--- src/rtl/sd_metadata_loader.sv ---
// Drives sd_controller through NUM_SECTORS consecutive sector reads and packs the
// byte stream into big-endian 32-bit words for the metadata store.
module sd_metadata_loader #(
    parameter logic [31:0] BASE_ADR    = 32'h0000_0000,
    parameter int          NUM_SECTORS = 8,
    parameter int          TIMEOUT     = 2_000_000,
    localparam int         AW          = $clog2(NUM_SECTORS * 128)
) (
    input  logic          clk,
    input  logic          reset,
    input  logic          start,
    input  logic          sd_ready,
    input  logic          sd_byte_available,
    input  logic [7:0]    sd_dout,
    output logic          sd_rd,
    output logic [31:0]   sd_address,
    output logic          write_en,
    output logic [31:0]   write_word,
    output logic [AW-1:0] write_addr,
    output logic          busy,
    output logic          loaded,
    output logic          error
);
    localparam int            TW       = $clog2(TIMEOUT + 1);
    localparam logic [TW-1:0] TMO_LAST = TW'(TIMEOUT - 1);
    localparam logic [7:0]    SEC_LAST = 8'(NUM_SECTORS - 1);

    typedef enum logic [2:0] {
        IDLE, WAIT_READY, ISSUE, READ, SECTOR_END, DONE, ERROR
    } state_t;

    state_t        state, state_next;
    logic [TW-1:0] tmo_cnt;
    logic [8:0]    byte_cnt;
    logic [7:0]    sector_cnt;
    logic [23:0]   byte_buf;
    logic          avail_q;
    logic          capture, restart, waiting, timed_out;

    assign busy   = !(state inside {IDLE, DONE, ERROR});
    assign loaded = (state == DONE);
    assign error  = (state == ERROR);

    always_comb begin
        state_next = state;
        capture    = 1'b0;
        restart    = 1'b0;
        waiting    = state inside {WAIT_READY, ISSUE, READ, SECTOR_END};
        timed_out  = waiting && (tmo_cnt >= TMO_LAST);
        case (state)
            IDLE, DONE, ERROR: begin
                if (start) begin
                    restart    = 1'b1;
                    state_next = WAIT_READY;
                end
            end
            WAIT_READY: if (sd_ready) state_next = ISSUE;
            ISSUE:      if (!sd_ready) state_next = READ;
            READ: begin
                // a byte is the rising edge of the level, however long it is held
                capture = sd_byte_available && !avail_q;
                if (capture && byte_cnt == 9'd511) state_next = SECTOR_END;
            end
            SECTOR_END: begin
                if (sd_ready) state_next = (sector_cnt == SEC_LAST) ? DONE : ISSUE;
            end
            default: state_next = IDLE;
        endcase
        // a capture restarts the timer, so it wins over an expiring count
        if (timed_out && !capture) state_next = ERROR;
    end

    always_ff @(posedge clk or posedge reset) begin
        if (reset) state <= IDLE;
        else       state <= state_next;
    end

    always_ff @(posedge clk or posedge reset) begin
        if (reset) begin
            sd_rd      <= 1'b0;
            sd_address <= BASE_ADR;
            write_en   <= 1'b0;
            write_word <= '0;
            write_addr <= '0;
            tmo_cnt    <= '0;
            byte_cnt   <= '0;
            sector_cnt <= '0;
            byte_buf   <= '0;
            avail_q    <= 1'b0;
        end else begin
            avail_q  <= sd_byte_available;
            write_en <= 1'b0;
            if (write_en) write_addr <= write_addr + 1'b1;

            if (!waiting || state_next != state || capture) tmo_cnt <= '0;
            else                                             tmo_cnt <= tmo_cnt + 1'b1;

            if (restart) begin
                sector_cnt <= '0;
                sd_address <= BASE_ADR;
                write_addr <= '0;
            end

            if (state == WAIT_READY && state_next == ISSUE) sd_rd <= 1'b1;

            if (state == ISSUE && state_next == READ) begin
                sd_rd    <= 1'b0;
                byte_cnt <= '0;
            end

            if (capture) begin
                byte_cnt <= byte_cnt + 1'b1;
                byte_buf <= {byte_buf[15:0], sd_dout};
                if (byte_cnt[1:0] == 2'd3) begin
                    write_en   <= 1'b1;
                    write_word <= {byte_buf, sd_dout};
                end
            end

            if (state == SECTOR_END && state_next == ISSUE) begin
                sector_cnt <= sector_cnt + 1'b1;
                sd_address <= sd_address + 32'd512;
                sd_rd      <= 1'b1;
            end

            if (state_next == ERROR) sd_rd <= 1'b0;
        end
    end
endmodule

--- config.mk ---
export PLATFORM = sky130hd
export DESIGN_NAME = sd_metadata_loader
export DESIGN_NICKNAME = d
export VERILOG_FILES = /design/src/rtl/sd_metadata_loader.sv
export SDC_FILE = /design/constraint.sdc
export NUM_CORES = 1
export LEC_CHECK = 0
export CAP_MARGIN = 20
export CORE_ASPECT_RATIO = 1.4
export CORE_MARGIN = 1
export CORE_UTILIZATION = 59
export CTS_CLUSTER_SIZE = 20
export DETAILED_ROUTE_END_ITERATION = 7
export GPL_ROUTABILITY_DRIVEN = 0
export GPL_TIMING_DRIVEN = 0
export PLACE_DENSITY = 0.86
export SLEW_MARGIN = 20
export SYNTH_ARGS = -nofsm -noshare
export SYNTH_HDL_FRONTEND = slang
export SYNTH_SLANG_ARGS = --single-unit
export TNS_END_PERCENT = 30
--- constraint.sdc ---
create_clock -name clk -period 6.9 [get_ports clk]
set_input_delay 1.725 -clock clk [delete_from_list [all_inputs] [get_ports clk]]
set_output_delay 1.725 -clock clk [all_outputs]
set_load 0.02 [all_outputs]
==> results of run 1 <==
[stage by stage]
| stage | total power [W] | cells | setup slack [ns] |
|---|---|---|---|
| after floorplan | 0.00156 | 581 | 1.62 |
| after global placement | 0.00185 | 801 | -0.0119 |
| after detailed placement | 0.00189 | 802 | 2.74 |
| after CTS | 0.00280 | 834 | 2.60 |
| after global routing | 0.00293 | 834 | 2.48 |
| final | 0.00279 | 834 | 2.60 |
[routing by layer]
layer	track usage, %	wire, um	up-vias
met3	7.16	849	34
li1	-	-	2261
met5	0	0	-
met1	35.3	5800	2448
met2	50.1	7760	202
met4	12.3	287	0
[final cells by class]
| cell class | instances | area [um^2] | share of cell area [%] |
|---|---|---|---|
| multi-input cells | 400 | 2700 | 34.3 |
| clock inverters | 15 | 158 | 2.00 |
| well taps | 138 | 173 | 2.19 |
| flip-flops and latches | 133 | 3330 | 42.3 |
| clock buffers | 17 | 425 | 5.40 |
| repair buffers | 83 | 848 | 10.8 |
| plain buffers | 36 | 190 | 2.42 |
| inverters | 12 | 52.6 | 0.668 |
[synth_stat cells, types with 2 or more instances]
master	instances	area (um^2)
nand3_1	30	150
o31ai_1	3	22.5
clkbuf_1	15	56.3
nand2_1	52	195
xor2_1	17	149
mux2_2	57	642
mux2i_1	9	90.1
dfrtp_1	133	3330
nand4_1	16	100
and2_1	5	31.3
a31oi_1	4	25.0
inv_1	11	41.3
or2_2	3	18.8
or3_1	9	56.3
o21ai_0	28	140
a21o_1	2	15.0
nor2_1	36	135
nor3_1	16	80.1
nand2b_1	2	12.5
and4_1	4	35.0
buf_4	9	67.6
a22o_1	3	26.3
xnor2_1	18	158
nor2b_1	5	31.3
ha_1	6	75.1
nand4b_1	2	17.5
or4_1	2	15.0
and3_1	11	68.8
a21oi_1	10	50.1
buf_2	11	55.1
nor4_1	23	144
[sequential cells by signal, summed over array words and instances (netlist names)]
| signal | flops |
|---|---|
| write_en | 1 |
| state | 3 |
| sd_address | 23 |
| tmo_cnt | 21 |
| write_addr | 10 |
| byte_buf | 24 |
| sd_rd | 1 |
| avail_q | 1 |
| byte_cnt | 9 |
| sector_cnt | 8 |
| write_word | 32 |
[worst register-to-register path, cell delays in order (launching register included)]
cell and delay (ns):
dfrtp_1 0.41, ha_1 0.16, clkbuf_1 0.27, a21o_1 0.14
a31oi_1 0.14, a2111oi_4 0.60, clkbuf_1 0.48, nor3_1 0.14
o21ai_0 0.26, o21ai_0 0.13
[logic make-up (layout without fill, tap and decap cells)]
| kind of cell | after synthesis | after routing |
|---|---|---|
| AOI/OAI and AO/OA | 65 | 65 |
| buffers and inverters | 48 | 163 |
| xor gates and xnor gates | 35 | 35 |
| and+or+nand+nor | 219 | 219 |
| DFF | 133 | 133 |
| other | 1 | 9 |
| adders and majority gates | 6 | 6 |
| muxes | 66 | 66 |
[power groups by stage]
| stage | Clock, W | Combinational (W) | Sequential (W) |
|---|---|---|---|
| global placement | 0 | 0.000744 | 0.00111 |
| finish | 0.000889 | 0.000781 | 0.00112 |
| floorplan | 0 | 0.000357 | 0.00121 |
| CTS | 0.000897 | 0.000783 | 0.00112 |
| detailed placement | 0 | 0.000766 | 0.00112 |
| global route | 0.000932 | 0.000846 | 0.00115 |
[path summary, 6_finish.rpt]
kind	from	to	slack, ns	cells past startpoint
worst max register to register	tmo_cnt[0]	sd_address[20]	4.04	9
worst max-delay path	state[0]	busy	2.60	5
worst min register to register	sd_address[31]	sd_address[31]	0.49	1
max in group asynchronous	reset	tmo_cnt[13]	4.49	3
worst min-delay path	sd_address[31]	sd_address[31]	0.49	1
min in group asynchronous	reset	write_addr[1]	1.70	2
==> metrics, run 1 <==
Switching Share 32.6%; row count 44; postcts setup bufs 0; logic gate share of total power 28.0%; Synth Area in XOR/XNOR 4.92%; Internal 0.00188 W; share of post-route cells with drive strength above 1 16.8%; antenna violations before repair 0; Synth Area per Inst 10.9 um^2; utilization after layout 76.5%; iteration-0 DRC count of the detailed router 389; max-cap viol count 0; Clock Power Share 31.8%; Yosys reg bits 133; fin crit share 62.3%; placeable core area 0.0103 mm^2; Placed Instance Area 0.00729 mm^2; Total Die Area 0.0110 mm^2; Top FF cell, synth dfrtp_1; Post-synth ARST share 100%; VDD IR-drop max 0.299 mV; Vias 4,945; fill count 661; CTS HTree Levels 4; CP max stage cell clkdlybuf4s50_1; largest family of logic cells by synthesized area simple AND/OR/NAND/NOR gates; post-synthesis simple-gate area fraction 17.9%; GRT Util Overall 29.4%; fin crit period 4.30 ns; Setup crit start kind flip-flop; sum of buffers and inverters on the critical path 3; largest net degree at the start of global routing 83; vias in the first global route 4,986; Critical Setup Path Class flip-flop to primary output; Req. time, crit path 5.18 ns; TritonCTS Buffers 17; cells after synthesis 573; worst path arrival time 2.58 ns; Fin. Hold Viols 0; sequential power share 40.2%; final wirelength 14,700 um; Clock Tree Buf Depth 2; boundary pin count 92; CTS resizes 0; CTS Sinks 133; Yosys cell types 52; Die Width 88.9 um; port buffer count 82; Layout area overhead 26.3%; post-synthesis mux area share 11.7%; RSZ-0062 raised after global routing no; Hold Slack 0.487 ns; Final Cell Area 0.00787 mm^2; Via-to-Cell Ratio 5.93; max_slew headroom 57.3%; post-synthesis cell area 0.00623 mm^2; endpoints failing setup 0; CTS root buf clkbuf_16; Crit Path Max Fanout 10; DRC 0; antenna fix cells 0; CP Capture Type primary output; Detail Route Antenna Nets 0; Worst-Skew Late Latency 0.42 ns; crit-path cells buf_2 -> clkbuf_1 -> xor2_1 -> a21boi_0 -> clkdlybuf4s50_1; Least-Margin Pin Slew 0.640 ns; most common cell after layout, fill and taps aside dfrtp_1; Adder-Cell Fraction of Synth Area 1.20%; clock-pin slew on the worst setup and hold paths 0.06 ns; Seq/Total Area, Yosys 53.4%; Final Slew Violations 0; Initial Utilization 60.5%; CTS Hold Buffers Added 0; drt first pass iters 5; PwrDens 355 mW/mm^2; EDFF count, synth 0; CP peak stage delay 0.71 ns; first-pass GRT wire length 24,400 um; post-route clock skew 0.00973 ns; outcome completed; gr ovfl total 0; setup TNS 0 ns; Layout Nets 702; DR WL/cell 17.6 um; Fmax 0.232 GHz; DPL Wire Length 9530 um; family with the most delay on the worst path buffers and inverters; Hold Crit Class flip-flop to flip-flop; Switch Pwr 0.000912 W; commonest cells after routing, fill and taps aside dfrtp_1 (133), clkdlybuf4s50_1 (82), mux2_2 (57); Die H 124 um; Warnings, synthesis 0; Synth Area in Compound Gates 6.95%; Pleak 3.42 nW; CTS tree built
Power figures use the tool's default switching activity.
==> run 2: changes to the inputs <==
CORE_UTILIZATION = 54   (was 59)
PLACE_DENSITY = 0.8   (was 0.86)
clock period = 4.3 ns   (was 6.9 ns; I/O delays follow)
==> run 2 against run 1 <==
Flip-flop and latch count unchanged. Utilization is 5.9 points lower. Combinational power is 60% higher. Wire length is 4.0% lower. Critical path depth unchanged. Final cell count up 1.1%. Clock skew up 0.0013 ns. Die area increased by 9.1%. Register-to-register slack worse by 2.5 ns. Power up 63%. Global-route usage decreased by 4.1 points. Worst setup slack got worse by 1.9 ns. Largest cell class unchanged.
==> metrics, run 2 (same netlist as run 1, synthesis figures left out) <==
Die H 129 um; max_slew headroom 53.6%; Via-to-Cell Ratio 5.77; commonest cells after routing, fill and taps aside dfrtp_1 (133), clkdlybuf4s50_1 (82), mux2_2 (57); Clock Tree Buf Depth 2; largest registers write_word x32, byte_buf x24, sd_address x23; Internal 0.00310 W; DRC 0; max-cap viol count 0; CTS HTree Levels 4; port buffer count 82; Switching Share 32.0%; antenna violations before repair 0; fin crit period 3.56 ns; DR WL/cell 16.7 um; sequential power share 39.3%; fin crit share 82.7%; RSZ-0062 raised after global routing no; outcome completed; Critical Setup Path Class flip-flop to primary output; CTS tree built; logic gate share of total power 27.5%; Pleak 3.46 nW; Fmax 0.281 GHz; first-pass GRT wire length 23,600 um; Hold Crit Class flip-flop to flip-flop; CTS root buf clkbuf_16; Detail Route Antenna Nets 0; Vias 4,864; Worst-Skew Late Latency 0.42 ns; Layout area overhead 27.8%; Final Cell Area 0.00796 mm^2; Clock Power Share 33.2%; final cell count without fillers 843; share of post-route cells with drive strength above 1 17.2%; Switch Pwr 0.00146 W; Final Slew Violations 0; max reg flops 32; VDD IR-drop max 0.439 mV; placed cell count 811; antenna fix cells 0; Least-Margin Pin Slew 0.695 ns; CTS Hold Buffers Added 0; most common cell after layout, fill and taps aside dfrtp_1; setup TNS 0 ns; post-route clock skew 0.0110 ns; TritonCTS Buffers 17; Fin. Hold Viols 0; largest register by flop count write_word; clock-pin slew on the worst setup and hold paths 0.06 ns; Crit Path Max Fanout 10; drt first pass iters 5; row count 46; gr ovfl total 0; Die Width 92.8 um; DPL Wire Length 9760 um; PwrDens 572 mW/mm^2; largest net degree at the start of global routing 35; Initial Utilization 55.2%; Req. time, crit path 3.22 ns; vias in the first global route 4,915; Setup crit start kind flip-flop; boundary pin count 92; final wirelength 14,100 um; CP Capture Type primary output; CTS resizes 0; Total Die Area 0.0120 mm^2; Placed Instance Area 0.00735 mm^2; endpoints failing setup 0; iteration-0 DRC count of the detailed router 216; placeable core area 0.0113 mm^2; CTS Sinks 133; Layout Nets 705; GRT Util Overall 25.3%; fill count 830; postcts setup bufs 0; worst path arrival time 2.48 ns
run 2: power by group through the flow:
stage	sequential (W)	clock, W	combinational, W
final	0.00179	0.00151	0.00125
after floorplan	0.00194	0	0.000572
after global routing	0.00183	0.00159	0.00135
after CTS	0.00179	0.00153	0.00127
after global placement	0.00178	0	0.00120
after detailed placement	0.00180	0	0.00125
run 2: routing by layer:
| layer | wire length [um] | global-route usage, % | up-vias |
|---|---|---|---|
| li1 | - | - | 2274 |
| met1 | 5600 | 29.6 | 2410 |
| met2 | 7310 | 43.6 | 151 |
| met3 | 853 | 6.51 | 29 |
| met4 | 337 | 11.4 | 0 |
| met5 | 0 | 0 | - |
run 2: worst paths after layout:
| path | startpoint | to | slack, ns | cells past startpoint |
|---|---|---|---|---|
| min reg2reg | sd_address[31] | sd_address[31] | 0.47 | 1 |
| max in group asynchronous | reset | byte_cnt[1] | 2.52 | 5 |
| max reg2reg | tmo_cnt[0] | sector_cnt[5] | 1.54 | 9 |
| max | state[0] | busy | 0.74 | 5 |
| min | sd_address[31] | sd_address[31] | 0.47 | 1 |
| min in group asynchronous | reset | write_addr[0] | 0.90 | 2 |
run 2: worst max-delay path, stage by stage (launching register included):
cell and delay (ns):
dfrtp_1 0.33, buf_2 0.18, clkbuf_1 0.35, xor2_1 0.11, a21boi_0 0.41, clkdlybuf4s50_1 0.69
run 2: area by class of cell:
cell class	instances	area (um^2)	area share [%]
well taps	144	180	2.26
clock buffers	17	425	5.34
repair buffers	86	901	11.3
multi-input cells	400	2700	33.9
clock inverters	15	189	2.37
plain buffers	36	190	2.39
flip-flops and latches	133	3330	41.8
inverters	12	48.8	0.613
run 2: metrics by stage:
stage / hold WS [ns] / power (W) / setup slack, ns / util, %
2_1_floorplan: 0.458 / 0.00251 / 1.57 / -
3_3_place_gp: 0.468 / 0.00298 / 0.462 / 64.4
3_5_place_dp: 0.470 / 0.00305 / 0.785 / 65.1
4_1_cts: 0.478 / 0.00459 / 0.747 / 70.6
5_1_grt: 0.508 / 0.00477 / 0.590 / 70.6
6_report: 0.474 / 0.00455 / 0.745 / 70.6
